--- config.mk ---
export PLATFORM = sky130hd
export DESIGN_NAME = trng_postproc
export DESIGN_NICKNAME = d
export VERILOG_FILES = /design/src/rtl/trng_postproc.sv
export SDC_FILE = /design/constraint.sdc
export NUM_CORES = 1
export LEC_CHECK = 0
export BUFFER_PORTS_ARGS = -buffer_cell sky130_fd_sc_hd__buf_2
export CAP_MARGIN = 20
export CORE_ASPECT_RATIO = 1.25
export CORE_MARGIN = 1
export CORE_UTILIZATION = 45
export CTS_CLUSTER_DIAMETER = 30
export DETAILED_ROUTE_END_ITERATION = 10
export PLACE_DENSITY = 0.69
export SLEW_MARGIN = 20
export SYNTH_ARGS = -nofsm -noshare
export SYNTH_HDL_FRONTEND = slang
export SYNTH_SLANG_ARGS = --single-unit
--- constraint.sdc ---
create_clock -name clk -period 2.8 [get_ports clk]
set_clock_uncertainty 0.2 [all_clocks]
set_input_delay 0.84 -clock clk [delete_from_list [all_inputs] [get_ports clk]]
set_output_delay 0.84 -clock clk [all_outputs]
set_load 0.02 [all_outputs]
--- src/rtl/trng_postproc.sv ---
// trng_postproc: raw-bit synchroniser, repetition-count health test, von Neumann debias, word packer.
// Latency: raw_bit to s_bit 2 cycles; packer full to valid 1 cycle; trng_en 1 cycle after en/alarm.
// Backpressure: one word in the output register plus one in the packer; further VN bits dropped while both are held.
module trng_postproc #(
    parameter int WORD_W     = 8,
    parameter int RCT_CUTOFF = 32,
    parameter int WARMUP     = 4
) (
    input  logic              clk,
    input  logic              rst,
    input  logic              en,
    output logic              trng_en,
    input  logic              raw_bit,
    output logic [WORD_W-1:0] data,
    output logic              valid,
    input  logic              ready,
    output logic              alarm,
    input  logic              clr_alarm
);
    localparam int WC_W = $clog2(WARMUP + 1);
    localparam int RC_W = $clog2(RCT_CUTOFF + 1);
    localparam int PC_W = $clog2(WORD_W + 1);
    localparam logic [WC_W-1:0] WARM_DONE = WC_W'(WARMUP);
    localparam logic [RC_W-1:0] RCT_TRIP  = RC_W'(RCT_CUTOFF);
    localparam logic [PC_W-1:0] PK_FULL   = PC_W'(WORD_W);

    typedef enum logic {VN_IDLE, VN_HAVE_FIRST} vn_state_t;

    logic              s_meta;
    logic              s_bit;
    logic [WC_W-1:0]   warm_cnt;
    logic [RC_W-1:0]   rct_cnt;
    logic              last_bit;
    vn_state_t         vn_state;
    logic              vn_first;
    logic [WORD_W-1:0] pk_sh;
    logic [PC_W-1:0]   pk_cnt;

    logic active;
    logic sample;
    logic trip;
    logic flush;
    logic vn_emit;
    logic pk_full;
    logic load;
    logic pk_take;

    always_comb begin
        active  = en & ~alarm;
        sample  = active && (warm_cnt == WARM_DONE);
        trip    = !alarm && (rct_cnt == RCT_TRIP);
        // Anything that restarts the pipeline empties warm-up, RCT, pair and packer state.
        flush   = !active || clr_alarm || trip;
        vn_emit = sample && (vn_state == VN_HAVE_FIRST) && (s_bit != vn_first);
        pk_full = (pk_cnt == PK_FULL);
        load    = pk_full && (!valid || ready) && !flush;
        pk_take = vn_emit && (!pk_full || load);
    end

    always_ff @(posedge clk) begin
        if (rst) begin
            s_meta   <= 1'b0;
            s_bit    <= 1'b0;
            trng_en  <= 1'b0;
            alarm    <= 1'b0;
            data     <= '0;
            valid    <= 1'b0;
            warm_cnt <= '0;
            rct_cnt  <= '0;
            last_bit <= 1'b0;
            vn_state <= VN_IDLE;
            vn_first <= 1'b0;
            pk_sh    <= '0;
            pk_cnt   <= '0;
        end else begin
            s_meta  <= raw_bit;
            s_bit   <= s_meta;
            trng_en <= en & ~alarm;

            if (clr_alarm) begin
                alarm <= 1'b0;
            end else if (trip) begin
                alarm <= 1'b1;
            end

            if (trip && !clr_alarm) begin
                valid <= 1'b0;
            end else if (load) begin
                data  <= pk_sh;
                valid <= 1'b1;
            end else if (valid && ready) begin
                valid <= 1'b0;
            end

            if (flush) begin
                warm_cnt <= '0;
                rct_cnt  <= '0;
                last_bit <= 1'b0;
                vn_state <= VN_IDLE;
                vn_first <= 1'b0;
                pk_sh    <= '0;
                pk_cnt   <= '0;
            end else begin
                if (warm_cnt != WARM_DONE) begin
                    warm_cnt <= warm_cnt + WC_W'(1);
                end
                if (sample) begin
                    // rct_cnt == 0 marks "no previous sample since restart".
                    if ((rct_cnt != '0) && (s_bit == last_bit)) begin
                        if (rct_cnt != RCT_TRIP) begin
                            rct_cnt <= rct_cnt + RC_W'(1);
                        end
                    end else begin
                        rct_cnt <= RC_W'(1);
                    end
                    last_bit <= s_bit;
                    case (vn_state)
                        VN_IDLE: begin
                            vn_first <= s_bit;
                            vn_state <= VN_HAVE_FIRST;
                        end
                        default: vn_state <= VN_IDLE;
                    endcase
                end
                if (load) begin
                    pk_cnt <= pk_take ? PC_W'(1) : '0;
                end else if (pk_take) begin
                    pk_cnt <= pk_cnt + PC_W'(1);
                end
                if (pk_take) begin
                    pk_sh <= {vn_first, pk_sh[WORD_W-1:1]};
                end
            end
        end
    end
endmodule

# After elaboration in Yosys (flattened, before gate mapping)
# Index checks and enable logic that the tools add are counted.
[word_totals] in_bits=6 out_inout_bits=11 regBits=37
[op_classes] muxes=8 n_bitwise=4 reduce_logical=29 addsub=3 n_eq_ne=8
[ops] op="two-way mux 6 bit" n=2
[ops] op="logical AND 1 bit" n=10
[ops] op="two-way mux 4 bit" n=2
[ops] op="adder 6 x 1 -> 6 bit, second input constant" n=1
[ops] op="equality test 6 bit, second input constant" n=1
[ops] op="logical NOT 1 bit" n=6
[ops] op="!= test 6 bit, second input constant" n=1
[ops] op="AND reduction 2 bit" n=3
[ops] op="nonzero test 6 bit" n=1
[ops] op="OR reduction 2 bit" n=3
[ops] op="adder 4 x 1 -> 4 bit, second input constant" n=1
[ops] op="equality test 4 bit, second input constant" n=1
[ops] op="logical OR 1 bit" n=4
[ops] op="two-way mux 1 bit" n=4
[ops] op="nonzero test 2 bit" n=2
[ops] op="adder 3 x 1 -> 3 bit, second input constant" n=1
[ops] op="equality test 3 bit, second input constant" n=1
[ops] op="!= test 3 bit, second input constant" n=1
[ops] op="inverter 1 bit" n=3
[ops] op="!= test 2 x 1 -> 1 bit, second input constant" n=1
[ops] op="AND 1 bit" n=1
[ops] op="equality test 1 bit" n=1
[ops] op="!= test 1 bit" n=1

# Depth between registers and ports, before layout
# Gate-level depths: netlist of the first run.
[logic_depth] word_depth=11 depth_mapped=7 mapped_depth_nobuf=6

# Worst setup path after synthesis of the first run
# Ideal clock, no wire load.
[synth_timing] path_type="in2reg" startpoint="in clr_alarm" endpoint="reg data[0]" path_slack_ns=0.446 cell_stages=5 arrival_time_ns=2.027 cell_sequence="or3b_4 a2111oi_4 buf_6 mux2i_1 nor2_1"
[synth_via] elab_chain_cells=5 word_cells_on_any_way=8 classes_between="bitwise: 1; reduce/logical: 7"
[synth_rtl] element="start, declared" line_no="18" source="input logic clr_alarm"
[synth_rtl] element="logical OR 1 bit (2 in series)" line_no="53" source="flush = !active || clr_alarm || trip;"
[synth_rtl] element="logical NOT 1 bit" line_no="56" source="load = pk_full && (!valid || ready) && !flush;"
[synth_rtl] element="logical AND 1 bit" line_no="56"
[synth_rtl] element="AND reduction 2 bit (no line) (*)"
[synth_rtl] element="end signal, assigned" line_no="89" source="data <= pk_sh;"
[synth_rtl] element="end, declared" line_no="14" source="output logic [WORD_W-1:0] data,"
# Every way passes the cells marked *; elsewhere a longest branch is shown, timed or not.
# A chain may end at the register's enable or synchronous reset.

# Worst setup path after layout of the first run
[layout_timing] startpoint="in en" endpoint="reg data[5]"
[layout_via] elab_chain_cells=7
[layout_rtl] element="start, declared" line_no="11" source="input logic en,"
[layout_rtl] element="AND 1 bit" line_no="49" source="active = en & ~alarm;"
[layout_rtl] element="logical NOT 1 bit" line_no="53"
[layout_rtl] element="logical OR 1 bit (2 in series)" line_no="53"
[layout_rtl] element="logical NOT 1 bit" line_no="56"
[layout_rtl] element="logical AND 1 bit" line_no="56"
[layout_rtl] element="AND reduction 2 bit (no line)"
# No other way between the ends.

==> results of run 1 <==
[registers in the layout (all words and copies together), names as in the netlist]
name and cells:
data 8, pk_sh 8, rct_cnt 6, pk_cnt 4, warm_cnt 3, alarm 1
last_bit 1, s_bit 1, s_meta 1, trng_en 1, valid 1, vn_first 1
vn_state 1
[area by class of cell]
class                      instances  share of cell area (%)
inverter                           7                    1.40
timing repair buffer              20                    5.87
multi-input combinational        118                    44.2
tap                               39                    2.60
clock buffer                       6                    4.41
sequential                        37                    39.5
clock inverter                     2                    2.00
[metrics by stage]
stage               total power (uW)  util (%)
floorplan                        558         -
detailed placement               569      50.4
finish                          1040      53.8
CTS                             1050      53.8
global route                    1080      53.8
global placement                 567      50.4
[cells in the mapped netlist, types with 2 or more instances]
cell,n,area share [%]
a21oi_1,9,2.8
and3_1,3,1.2
buf_2,2,0.61
clkbuf_1,2,0.46
dfxtp_1,37,45
ha_1,6,4.6
inv_1,7,1.6
mux2i_1,20,12
nand2_1,18,4.1
nand3_1,2,0.61
nand3b_1,6,2.8
nand4_1,3,1.2
nor2_1,20,4.6
nor2b_1,4,1.5
nor3_1,2,0.61
o21ai_0,2,0.61
o21ai_1,2,0.61
xnor2_1,3,1.6
xor2_1,3,1.6
[routing by layer]
metal | part of all wire (%) | track usage (%) | vias up
li1 | - | - | 617
met1 | 41 | 18.9 | 584
met2 | 54 | 34.4 | 14
met3 | 3.0 | 5.41 | 5
met4 | 1.6 | 6.50 | 0
met5 | 0 | 0 | -
[worst register-to-register path, stage by stage, from the launching register on]
cell and delay [ns]:
dfxtp_1 0.35, inv_1 0.08, ha_1 0.14, nor4b_4 0.46, a211oi_1 0.16, o2111ai_1 0.20
buf_4 0.25, mux2i_1 0.22
[worst min path at each step]
| stage | start | to | cells after the start |
|---|---|---|---|
| CTS | s_meta$_SDFF_PP0_ | s_bit$_SDFF_PP0_ | 1 |
| detailed placement | s_meta$_SDFF_PP0_ | s_bit$_SDFF_PP0_ | 1 |
| global route | s_meta$_SDFF_PP0_ | s_bit$_SDFF_PP0_ | 1 |
| global placement | s_meta$_SDFF_PP0_ | s_bit$_SDFF_PP0_ | 1 |
| finish | s_meta$_SDFF_PP0_ | s_bit$_SDFF_PP0_ | 1 |
| floorplan | s_meta$_SDFF_PP0_ | s_bit$_SDFF_PP0_ | 1 |
[cell families after synthesis]
group / count (synthesis)
muxes: 20
and+or+nand+nor: 65
DFF: 37
adders and majority gates: 6
buffers and inverters: 13
xor gates and xnor gates: 6
AOI/OAI and AO/OA: 21
[power by group]
| part | total (uW) | leakage (uW) | switching, uW | internal (uW) |
|---|---|---|---|---|
| sequential | 531 | 0.000299 | 1.92 | 529 |
| clock | 480 | 0.0000574 | 190 | 289 |
| combinational | 25.7 | 0.000409 | 16.2 | 9.58 |
| total | 1040 | 0.000765 | 208 | 828 |
==> flow_summary.ini, run 1 <==
[final_layout]
drive_gt1_share_pct = 18.4
stdcell_count = 229
seq_area_um2 = 741
final_cell_area_mm2 = 0.00187
layout.nets = 201
mostFrequentLayoutCells = dfxtp_1 (37), mux2i_1 (20), nor2_1 (20), nand2_1 (18), buf_2 (16)
multi_input_area_um2 = 828
diodes = 0
layout_commonest_cell = dfxtp_1
fillCellCount = 307
area_growth_pct = 14.9

[worst_setup_path]
r2r_cells = 7
worstPathArrival_ns = 2.21
cp-end-kind = register
reg2reg_from = rct_cnt[0]$_SDFFE_PP0P_
rrSetupSlack_ns = 0.69
cp_num_buf_inv = 2
crit_chain = buf_2, or3b_4, a2111oi_4, buf_4, mux2i_1, nor2_1
critical_path.top_delay_family = simple AND/OR/NAND/NOR gates
critPathSlowestCell = or3b_4
r2r-end = pk_sh[1]$_SDFFE_PP0P_
critical_path_class = input pin to register
cp_slowest_stage_delay_ns = 0.42
critPathRequiredTime_ns = 2.77
crit_path_start = en
path_max_fanout = 13
worstSetupEndpoint = data[5]$_SDFFE_PP0P_
cp.depth = 6
crit_path_start_kind = input pin

[synthesis]
synth_edf_count = 0
syn_nets = 180
synth-seq-cells = 37
synthAdderAreaFrac_pct = 4.60
ys_async_sr_fraction_pct = 0
yosys.area_share.simple_pct = 21.2
synth.distinct_cells = 36
ys_seq_area_share_pct = 45.4
synth_area_mm2 = 0.00163
synth_top_family_by_area = simple AND/OR/NAND/NOR gates
synthFlopType = dfxtp_1
yosys_warnings = 0
synth_mux_area_share_pct = 12.3
synth_xor_area_share_pct = 3.22
synthCells = 168
synth-compound-area-share_pct = 9.43
syn_area_per_cell_um2 = 9.71

[cts]
h-tree-depth = 2
holdBufCountCts = 0
cts_root_buf = clkbuf_8
clockBufferDepth = 2
cts_buffers = 5
cts_tree = done
postCtsSetupBuffers = 0
insertion_delay_ns = 0.29
cts_resized = 0
clkTransAtPathRegs_ns = 0.07
clkSinkCount = 37

[route]
wl_per_cell_um = 13.5
ant_nets = 0
routed_wl_mm = 3.10
drc_errors = 0
drt-initial-drc-count = 48
drt_first_pass_iters = 4
vias_per_cell = 5.33
vias = 1220

[global_route]
antenna_found_initial = 0
grt_usage_pct = 18.3
grt_pass1_vias = 1223
overflow = 0
grt_max_degree = 16
grt_pass1_wl_mm = 5.53

[placement]
place_area_mm2 = 0.00175
place.gp.congestion = 0.746
port_buffers = 16
placedCellCount = 221
hpwl_mm = 2.27
dpl_worst_slack_ns = 0.240

[sta]
maxSlewViolCount = 0
hold_viol_final = 0
setup_ws_ns = 0.554
slew_headroom_pct = 61.6
fin_crit_sh_pct = 80.2
whs_ns = 0.253
layout_min_cycle_time_ns = 2.25
max_freq_ghz = 0.445
tightest_slew_ns = 0.573
rsz0062_at_grt = false
setup_tns_ns = 0
setup_viol = 0

[floorplan]
die-area_mm2 = 0.00387
fp.dieH_um = 69.3
num_rows = 24
initial_core_util_pct = 46.8
die_w_um = 55.9
ios = 17
fp.coreArea_mm2 = 0.00348

[power]
vdd_drop_max_v = 0.000459
powerDensity_mw_per_mm2 = 553
p_leak_uw = 0.000765

[worst_hold_path]
hp-class = register to register

[flow_run]
cap_violations = 0

[run_status]
outcome = complete, no violations
Note: power is estimated with default switching activity, not from simulation.
==> run 2, diff against run 1 <==
==> constraint.sdc (replaced) <==
create_clock -name clk -period 2.1 [get_ports clk]
set_clock_uncertainty 0.2 [all_clocks]
set_input_delay 0.63 -clock clk [delete_from_list [all_inputs] [get_ports clk]]
set_output_delay 0.63 -clock clk [all_outputs]
set_load 0.02 [all_outputs]
==> flow_summary.ini, run 2 (synthesized netlist as in run 1, its figures left out) <==
[worst_setup_path]
cp-end-kind = register
rrSetupSlack_ns = 0.15
path_max_fanout = 10
critPathRequiredTime_ns = 2.10
worstSetupEndpoint = pk_sh[1]$_SDFFE_PP0P_
worstPathArrival_ns = 1.96
reg2reg_from = rct_cnt[0]$_SDFFE_PP0P_
r2r_cells = 7
critical_path_class = register to register
r2r-end = pk_sh[1]$_SDFFE_PP0P_
crit_path_start = rct_cnt[0]$_SDFFE_PP0P_
crit_path_start_kind = register

[sta]
hold_viol_final = 0
tightest_slew_ns = 0.404
slew_headroom_pct = 73.0
fin_crit_sh_pct = 92.9
setup_ws_ns = 0.150
setup_tns_ns = 0
maxSlewViolCount = 0
rsz0062_at_grt = false
layout_min_cycle_time_ns = 1.95
max_freq_ghz = 0.513
setup_viol = 0

[route]
vias_per_cell = 5.34
drc_errors = 0
drt-initial-drc-count = 45
vias = 1266
wl_per_cell_um = 13.3
drt_first_pass_iters = 4
ant_nets = 0
routed_wl_mm = 3.14

[power]
vdd_drop_max_v = 0.000436
p_leak_uw = 0.000797
powerDensity_mw_per_mm2 = 642

[global_route]
grt_max_degree = 16
grt_pass1_wl_mm = 5.50
antenna_found_initial = 0
busiest_layer = met2
met2_usage_pct = 34.4
overflow = 0
grt_usage_pct = 17.9
use_met1_pct = 18.0
grtUsageMet3_pct = 5.04
grt_pass1_vias = 1255

[final_layout]
mostFrequentLayoutCells = dfxtp_1 (36), mux2i_1 (20), nor2_1 (20), nand2_1 (18), buf_2 (16)
area_growth_pct = 17.8
final_cell_area_mm2 = 0.00192
fillCellCount = 323
diodes = 0
layout_commonest_cell = dfxtp_1
drive_gt1_share_pct = 21.7
seq_area_um2 = 742
layout.nets = 210
final_util_pct = 55.2
multi_input_area_um2 = 828
reg_top3 = data: 8 flops, pk_sh: 8 flops, rct_cnt: 6 flops

[cts]
insertion_delay_ns = 0.28
clkTransAtPathRegs_ns = 0.07
clkSinkCount = 37
cts_root_buf = clkbuf_8
h-tree-depth = 2
clockBufferDepth = 2
cts_buffers = 5
holdBufCountCts = 0
cts_tree = done

[floorplan]
die_w_um = 55.9
num_rows = 24
ios = 17
fp.coreArea_mm2 = 0.00348
fp.dieH_um = 69.3
initial_core_util_pct = 46.8
die-area_mm2 = 0.00387

[placement]
port_buffers = 16
dpl_worst_slack_ns = -0.146
place_area_mm2 = 0.00183
place.gp.congestion = 0.814
hpwl_mm = 2.36

[worst_hold_path]
hp-class = register to register

[run_status]
outcome = complete, no violations

[flow_run]
cap_violations = 0
==> run 2: changes by cell type in the layout (fill, tap and decap cells not counted), sizes merged <==
cell,previous run,this run
clkbuf,6,7
buf,20,29
bufinv,1,0
clkinvlp,1,0
==> run 2: metrics by stage <==
stage | total power [uW] | hold WS, ns | cells
after floorplan | 744 | 0.214 | 168
after detailed placement | 763 | 0.244 | 229
after global placement | 761 | 0.220 | 229
after CTS | 1250 | 0.259 | 236
final | 1230 | 0.256 | 237
after global routing | 1280 | 0.263 | 237
==> run 2: layout make-up <==
| type | instances | share of cell area, % |
|---|---|---|
| clock buffer | 7 | 4.49 |
| inverter | 7 | 1.37 |
| multi-input combinational | 118 | 43.1 |
| sequential | 37 | 38.6 |
| tap | 39 | 2.54 |
| timing repair buffer | 29 | 9.90 |
==> run 2: layer usage <==
layer	vias up	share of wire, %
met5	-	0
met2	23	55
met4	0	1.2
met3	6	2.8
met1	602	41
li1	635	-
==> run 2: critical path, stage by stage, from the launching register on <==
cell and delay (ns):
dfxtp_2 0.35, inv_1 0.06, ha_1 0.13, nor4b_4 0.34
a211oi_1 0.14, o2111ai_1 0.20, buf_4 0.24, mux2i_1 0.21
==> run 2: timing repair <==
item | 4_1_cts | 5_1_grt
endpoints found under the setup margin | 0 | 13
setup buffers | 0 | 1
gates resized for setup | 0 | 1
==> run 2: worst min path at each step <==
stage	slack, ns	from	endpoint	cells after the start
2_1_floorplan	0.21	s_meta$_SDFF_PP0_	s_bit$_SDFF_PP0_	1
3_3_place_gp	0.22	s_meta$_SDFF_PP0_	s_bit$_SDFF_PP0_	1
5_1_grt	0.26	s_meta$_SDFF_PP0_	s_bit$_SDFF_PP0_	1
6_report	0.26	s_meta$_SDFF_PP0_	s_bit$_SDFF_PP0_	1
4_1_cts	0.26	s_meta$_SDFF_PP0_	s_bit$_SDFF_PP0_	1
3_5_place_dp	0.24	s_meta$_SDFF_PP0_	s_bit$_SDFF_PP0_	1
==> run 2: where the power goes <==
part,internal (uW),switching (uW),total [uW]
logic,16.9,22.2,39.1
clock network,260,226,486
registers,705,2.73,708
